### src/rtl/us_ranger_apb.sv
// us_ranger_apb: APB multi-channel ultrasonic ranger for HC-SR04-class sensors.
// Channels fire one at a time in round-robin order, with a holdoff gap between shots.
// Optional macro US_IRQ_EN enables the level interrupt and makes CTRL[2] writable.
module us_ranger_apb #(
  parameter int NUM_CH      = 2,
  parameter int CLK_HZ      = 100_000_000,
  parameter int TRIG_US     = 10,
  parameter int WAIT_MAX_US = 5000,
  parameter int ECHO_MAX_US = 25000,
  parameter int GAP_US      = 60000,
  parameter int DIST_W      = 9
) (
  input  logic              PCLK,
  input  logic              PRESET,
  input  logic [4:0]        PADDR,
  input  logic              PSEL,
  input  logic              PENABLE,
  input  logic              PWRITE,
  input  logic [31:0]       PWDATA,
  output logic [31:0]       PRDATA,
  output logic              PREADY,
  output logic [NUM_CH-1:0] trigger,
  input  logic [NUM_CH-1:0] echo,
  output logic              irq
);
  localparam int DIV    = (CLK_HZ / 1_000_000 > 0) ? CLK_HZ / 1_000_000 : 1;
  localparam int PRE_W  = (DIV > 1) ? $clog2(DIV) : 1;
  localparam int MAX_A  = (TRIG_US > WAIT_MAX_US) ? TRIG_US : WAIT_MAX_US;
  localparam int MAX_B  = (ECHO_MAX_US > GAP_US) ? ECHO_MAX_US : GAP_US;
  localparam int MAX_US = (MAX_A > MAX_B) ? MAX_A : MAX_B;
  localparam int CNT_W  = $clog2(MAX_US + 1);
  localparam int CH_W   = (NUM_CH > 1) ? $clog2(NUM_CH) : 1;
  localparam int PROD_W = CNT_W + DIST_W + 11;
  localparam logic [PROD_W-1:0] DIST_MAX = PROD_W'((64'd1 << DIST_W) - 64'd1);

  typedef enum logic [2:0] {S_IDLE, S_TRIG, S_WAIT, S_HIGH, S_DONE, S_ERR, S_GAP} state_t;

  state_t                         state_q, state_d;
  logic [CNT_W-1:0]               cnt_q, cnt_d;
  logic [CH_W-1:0]                ch_q, ch_d;
  logic [PRE_W-1:0]               pre_q, pre_d;
  logic [NUM_CH-1:0]              sync1_q, sync1_d, sync2_q, sync2_d, prev_q, prev_d;
  logic                           cont_q, cont_d, irq_en_q, irq_en_d;
  logic [NUM_CH-1:0]              ch_en_q, ch_en_d, done_q, done_d, err_q, err_d;
  logic [NUM_CH-1:0]              vld_q, vld_d;
  logic [NUM_CH-1:0][DIST_W-1:0]  dist_q, dist_d;
  logic                           pready_q, pready_d, irq_q, irq_d;
  logic [31:0]                    prdata_q, prdata_d, rdata;

  logic              tick, echo_rise, echo_fall;
  logic              acc, wr, rd, wr_ctrl, wr_stat, start_ok;
  logic [2:0]        idx;
  logic [NUM_CH-1:0] above, set_done, set_err;
  logic              data_we, data_vld;
  logic [DIST_W-1:0] data_dist, dist_sat;
  logic [PROD_W-1:0] prod, dist_full;
  logic              unused_ok;

  function automatic logic [CH_W-1:0] lowest(input logic [NUM_CH-1:0] m);
    logic [CH_W-1:0] r;
    r = '0;
    for (int i = NUM_CH - 1; i >= 0; i--)
      if (m[i]) r = CH_W'(i);
    return r;
  endfunction

  // APB decode: one wait state, access only in the cycle before PREADY rises
  assign idx      = PADDR[4:2];
  assign acc      = PSEL & PENABLE & ~pready_q;
  assign wr       = acc & PWRITE;
  assign rd       = acc & ~PWRITE;
  assign wr_ctrl  = wr & (idx == 3'd0);
  assign wr_stat  = wr & (idx == 3'd1);
  assign start_ok = wr_ctrl & PWDATA[0] & (state_q == S_IDLE) & (|PWDATA[8 +: NUM_CH]);
  assign unused_ok = ^{PWDATA, PADDR[1:0]};

  // us prescaler only runs during a sweep, so every sweep starts phase-aligned
  assign tick      = (state_q != S_IDLE) && (pre_q == PRE_W'(DIV - 1));
  assign echo_rise = sync2_q[ch_q] & ~prev_q[ch_q];
  assign echo_fall = ~sync2_q[ch_q] & prev_q[ch_q];

  // Distance ~ us/58, full-width product then saturate into the field
  always_comb begin
    prod      = PROD_W'(cnt_q) * PROD_W'(11'd1130);
    dist_full = prod >> 16;
    dist_sat  = (dist_full > DIST_MAX) ? '1 : dist_full[DIST_W-1:0];
  end

  // Echo synchroniser, edge history and prescaler next state
  always_comb begin
    sync1_d = echo;
    sync2_d = sync1_q;
    prev_d  = sync2_q;
    pre_d   = '0;
    if (state_q != S_IDLE) pre_d = tick ? '0 : pre_q + 1'b1;
  end

  // Shot sequencer: next state, channel selection and result write-back
  always_comb begin
    state_d   = state_q;
    ch_d      = ch_q;
    cnt_d     = cnt_q;
    set_done  = '0;
    set_err   = '0;
    data_we   = 1'b0;
    data_vld  = 1'b0;
    data_dist = '0;
    above     = '0;
    for (int i = 0; i < NUM_CH; i++) above[i] = ch_en_q[i] && (i > int'(ch_q));
    if (tick) cnt_d = cnt_q + 1'b1;
    case (state_q)
      S_IDLE: if (start_ok) begin
        state_d = S_TRIG;
        ch_d    = lowest(PWDATA[8 +: NUM_CH]);
      end
      S_TRIG: if (tick && cnt_q == CNT_W'(TRIG_US - 1)) state_d = S_WAIT;
      S_WAIT: begin
        // only a rise seen here counts, so an echo already high times out
        if (echo_rise) state_d = S_HIGH;
        else if (tick && cnt_q == CNT_W'(WAIT_MAX_US - 1)) state_d = S_ERR;
      end
      S_HIGH: begin
        if (echo_fall) state_d = S_DONE;
        else if (tick && cnt_q == CNT_W'(ECHO_MAX_US - 1)) state_d = S_ERR;
      end
      S_DONE: begin
        set_done[ch_q] = 1'b1;
        data_we        = 1'b1;
        data_vld       = 1'b1;
        data_dist      = dist_sat;
        state_d        = S_GAP;
      end
      S_ERR: begin
        set_err[ch_q] = 1'b1;
        data_we       = 1'b1;
        state_d       = S_GAP;
      end
      S_GAP: if (tick && cnt_q == CNT_W'(GAP_US - 1)) begin
        // CH_EN/CONT are sampled here, so mid-sweep edits apply at the next pick
        if (|above) begin
          state_d = S_TRIG;
          ch_d    = lowest(above);
        end else if (cont_q && (|ch_en_q)) begin
          state_d = S_TRIG;
          ch_d    = lowest(ch_en_q);
        end else begin
          state_d = S_IDLE;
        end
      end
      default: state_d = S_IDLE;
    endcase
    // DONE keeps the HIGH count for the distance calculation
    if (state_d != state_q && state_d != S_DONE) cnt_d = '0;
  end

  // Trigger is decoded from flops so an async reset drops it at once
  always_comb begin
    trigger = '0;
    if (state_q == S_TRIG) trigger[ch_q] = 1'b1;
  end

  // Register file updates; a hardware set beats a same-cycle W1C
  always_comb begin
    cont_d   = cont_q;
    irq_en_d = irq_en_q;
    ch_en_d  = ch_en_q;
    done_d   = done_q;
    err_d    = err_q;
    dist_d   = dist_q;
    vld_d    = vld_q;
    if (wr_ctrl) begin
      cont_d  = PWDATA[1];
`ifdef US_IRQ_EN
      irq_en_d = PWDATA[2];
`endif
      ch_en_d = PWDATA[8 +: NUM_CH];
    end
    if (wr_stat) begin
      done_d = done_q & ~PWDATA[8 +: NUM_CH];
      err_d  = err_q & ~PWDATA[16 +: NUM_CH];
    end
    done_d = done_d | set_done;
    err_d  = err_d | set_err;
    if (data_we) begin
      dist_d[ch_q] = data_dist;
      vld_d[ch_q]  = data_vld;
    end
`ifdef US_IRQ_EN
    irq_d = irq_en_q & (|(done_q | err_q));
`else
    irq_d = 1'b0;
`endif
  end

  // Read mux; unmapped words return zero
  always_comb begin
    rdata = '0;
    case (idx)
      3'd0: begin
        rdata[1]            = cont_q;
        rdata[2]            = irq_en_q;
        rdata[8 +: NUM_CH]  = ch_en_q;
      end
      3'd1: begin
        rdata[0]            = (state_q != S_IDLE);
        rdata[8 +: NUM_CH]  = done_q;
        rdata[16 +: NUM_CH] = err_q;
      end
      default: begin
        for (int k = 0; k < NUM_CH; k++)
          if (idx == 3'(k + 2)) begin
            rdata[31]         = vld_q[k];
            rdata[DIST_W-1:0] = dist_q[k];
          end
      end
    endcase
    pready_d = acc;
    prdata_d = rd ? rdata : prdata_q;
  end

  // State registers
  always_ff @(posedge PCLK or negedge PRESET) begin
    if (!PRESET) begin
      state_q  <= S_IDLE;
      cnt_q    <= '0;
      ch_q     <= '0;
      pre_q    <= '0;
      sync1_q  <= '0;
      sync2_q  <= '0;
      prev_q   <= '0;
      cont_q   <= 1'b0;
      irq_en_q <= 1'b0;
      ch_en_q  <= '0;
      done_q   <= '0;
      err_q    <= '0;
      vld_q    <= '0;
      dist_q   <= '0;
      pready_q <= 1'b0;
      prdata_q <= '0;
      irq_q    <= 1'b0;
    end else begin
      state_q  <= state_d;
      cnt_q    <= cnt_d;
      ch_q     <= ch_d;
      pre_q    <= pre_d;
      sync1_q  <= sync1_d;
      sync2_q  <= sync2_d;
      prev_q   <= prev_d;
      cont_q   <= cont_d;
      irq_en_q <= irq_en_d;
      ch_en_q  <= ch_en_d;
      done_q   <= done_d;
      err_q    <= err_d;
      vld_q    <= vld_d;
      dist_q   <= dist_d;
      pready_q <= pready_d;
      prdata_q <= prdata_d;
      irq_q    <= irq_d;
    end
  end

  assign PREADY = pready_q;
  assign PRDATA = prdata_q;
  assign irq    = irq_q;

endmodule

### config.mk
export PLATFORM = sky130hd
export DESIGN_NAME = us_ranger_apb
export DESIGN_NICKNAME = d
export VERILOG_FILES = /design/src/rtl/us_ranger_apb.sv
export SDC_FILE = /design/constraint.sdc
export NUM_CORES = 1
export LEC_CHECK = 0
export CAP_MARGIN = 10
export CORE_MARGIN = 3
export CORE_UTILIZATION = 33
export CTS_CLUSTER_DIAMETER = 120
export DETAILED_ROUTE_END_ITERATION = 7
export GPL_TIMING_DRIVEN = 0
export REMOVE_ABC_BUFFERS = 1
export SYNTH_ARGS = -nofsm -noshare
export SYNTH_HDL_FRONTEND = slang
export SYNTH_SLANG_ARGS = --single-unit
### constraint.sdc
create_clock -name PCLK -period 6.47 [get_ports PCLK]
set_clock_uncertainty 0.15 [all_clocks]
set_input_delay 0.9705 -clock PCLK [delete_from_list [all_inputs] [get_ports PCLK]]
set_output_delay 0.9705 -clock PCLK [all_outputs]
set_load 0.01 [all_outputs]
==> impl_metrics.yaml <==
status:
  status: "completed"
worst_setup_path:
  cpPeakStageDelay_ns: 0.61
  endpoint_kind: "flip-flop"
  crit_buf_inv: 3
  cp.required_ns: 6.51
  crit_slowest_cell: "a2111o_1"
  path_cells: "inv_1 > ha_1 > ha_1 > fa_1 > fa_1 > inv_1 > fa_1 > inv_1 > ha_1 > and3_1 > a221oi_2 > o211ai_1 > a2111o_1 > a2111oi_4 > a21oi_1"
  worstSetupStartpointType: "flip-flop"
  critPathTopFamily: "adder cells"
  critPathMaxFanout: 7
  crit_type: "reg2reg"
  worst_ep_arrival_time_ns: 5.65
logic_synthesis:
  yosys_warnings: 0
  ys_seq_area_share_pct: 29.0
  synth_seq_cells: 74
  syn_area_per_cell_um2: 10.1
  synth.distinct_cells: 68
  async_reset_ff_share_pct: 100
  synth-edff-count: 0
  synth_flop_cell: "dfrtp_1"
  syn_inst: 632
  synth_area_um2: 6390
grt:
  met1_usage_pct: 17.8
  grt_pass1_wl_um: 22100
  met3_usage_pct: 2.34
  grt_usage_pct: 12.7
  use_met2_pct: 20.1
  grt-busiest-layer: "met2"
  grt_max_degree: 67
  antenna_found_initial: 0
  grt_pass1_vias: 4224
  grt.overflow.total: 0
clock_network:
  holdBufCountCts: 0
  cts_max_level: 3
  cts_buffer_depth: 2
  cts_tree: "yes"
  cts_buffers: 9
  clk_latency_ns: 0.33
  post-cts-setup-buffers: 0
  cts.sinks: 74
  cts_root_buf: "clkbuf_16"
  path_clk_slew_ns: 0.06
  ctsResizeCount: 0
drt:
  viasPerCell: 4.79
  drcViolationCount: 0
  first_iter_violations: 195
  drtAntennaViolNets: 0
  avgRoutedWirePerCell_um: 14.1
  routed_wl_um: 13000
  drtPass1Iterations: 4
  vias: 4419
layout:
  nFillCells: 1849
  syn_to_final_growth_pct: 13.0
  multi_input_area_um2: 4080
  regArea_um2: 1850
  drive_above_1_share_pct: 6.79
  nNetsFinal: 840
  antenna-diode-count: 0
  final_area_um2: 7210
power_and_ir_drop:
  p_leak_nw: 3.43
  power_density_nw_per_um2: 152
  irDropWorstVdd_uv: 137
  total_power_mw: 1.10
floorplan:
  fp.dieH_um: 145
  core_um2: 18800
  die_w_um: 145
  row_count: 50
  die_area_um2: 21100
  start_util_pct: 33.9
  io_pins: 80
placement:
  dp_slack_ns: 0.829
  place_area_um2: 6880
  gp_congestion: 0.792
  io_buffers: 31
  dp_hpwl_um: 10400
timing:
  tightest_slew_ns: 0.815
  final_max_slew_viol_count: 0
  max_freq_mhz: 178
  finalHoldViolations: 0
  fin_ws_ns: 0.860
  relSlewSlack_pct: 45.5
  finalSetupTns_ns: 0
  whs_ns: 0.196
  min_period_ns: 5.61
  period_share_pct: 86.7
  rsz0062_at_grt: "false"
  finalSetupViolCount: 0
run:
  maxCapViolations: 0
worst_hold_path:
  hold_path_class: "reg2reg"
flip-flops by register name, indices dropped and copies added, names as in the netlist, 3 cells and up:
signal / count
PRDATA: 13
cnt_q: 16
state_q: 3
pre_q: 7
dist_q: 18
per-stage QoR:
stage | instances | util (%)
6_report | 923 | 38.3
5_1_grt | 923 | 38.3
4_1_cts | 923 | 38.3
3_5_place_dp | 908 | 36.5
3_3_place_gp | 906 | 36.4
2_1_floorplan | 615 | -
power by group:
group	internal [mW]	switching (mW)	leakage, nW	total [mW]
Sequential	0.474	0.00804	0.904	0.482
Combinational	0.0252	0.0317	2.36	0.0570
Clock	0.374	0.186	0.163	0.561
Total	0.873	0.226	3.43	1.10
cell usage after synthesis (3+ instances only):
cell type	n	area, um^2
a21o_1	7	52.6
a21oi_1	26	130
a21oi_2	11	96.3
a22o_1	4	35.0
a31oi_1	8	50.1
and2_1	4	25.0
and3_1	8	50.1
and4_1	3	26.3
buf_4	20	150
clkbuf_1	11	41.3
dfrtp_1	74	1850
fa_1	33	661
ha_1	104	1300
inv_1	76	285
mux2_2	4	45.0
mux2i_1	9	90.1
nand2_1	45	169
nand2b_1	3	18.8
nand3_1	20	100
nand3b_1	3	22.5
nand4_1	7	43.8
nor2_1	22	82.6
nor2b_1	4	25.0
nor3_1	6	30.0
nor4_1	3	18.8
o211ai_1	3	22.5
o21ai_0	29	145
o31ai_1	11	82.6
xnor2_1	20	175
xor2_1	7	61.3
worst reg2reg max path: stages (launching register included):
cell and delay [ns]:
dfrtp_1 0.56, inv_1 0.15, ha_1 0.33, ha_1 0.31
fa_1 0.52, fa_1 0.55, inv_1 0.05, fa_1 0.51
inv_1 0.05, ha_1 0.30, and3_1 0.21, a221oi_2 0.28
o211ai_1 0.28, a2111o_1 0.61, a2111oi_4 0.49, a21oi_1 0.13
placed cells by master (no fill, tap or decap), types with 7 or more instances in the layout:
master / instances
a21o_1: 7
a21oi_1: 26
a21oi_2: 11
a31oi_1: 8
and3_1: 8
clkbuf_16: 9
clkdlybuf4s50_1: 30
conb_1: 20
dfrtp_1: 74
fa_1: 33
ha_1: 104
inv_1: 76
mux2i_1: 9
nand2_1: 45
nand3_1: 20
nand4_1: 7
nor2_1: 22
o21ai_0: 29
o31ai_1: 11
xnor2_1: 20
xor2_1: 7
layer usage:
metal | up-vias | wire length [um]
li1 | 2216 | -
met1 | 2114 | 6310
met2 | 77 | 6100
met3 | 12 | 473
met4 | 0 | 163
met5 | - | 0
worst paths after layout:
| path | start | to | slack, ns | cells after the start |
|---|---|---|---|---|
| min | sync1_q[0] | prev_d[0] | 0.20 | 0 |
| min reg2reg | sync1_q[0] | prev_d[0] | 0.20 | 0 |
| max | cnt_q[6] | dist_q[16] | 0.86 | 15 |
| max in group asynchronous | PRESET | pre_q[6] | 5.31 | 2 |
| max reg2reg | cnt_q[6] | dist_q[16] | 0.86 | 15 |
| min in group asynchronous | PRESET | PRDATA[3] | 0.31 | 1 |
logic make-up after synthesis:
group | count (synthesis) | synth area share, %
xor+xnor | 27 | 3.70
other cells | 1 | 0.0587
flops | 74 | 29.0
buf+inv | 113 | 8.31
compound gates | 128 | 14.7
fa+ha+maj | 137 | 30.7
simple gates | 137 | 10.7
mux | 15 | 2.82
cell type report:
class	count	share of cell area, %
timing repair buffer	33	4.72
clock inverter	5	1.44
multi-input combinational	464	56.5
clock buffer	10	3.17
sequential	74	25.7
tap	260	4.51
inverter	77	4.01
No activity file was read; power rests on OpenSTA's default activity.
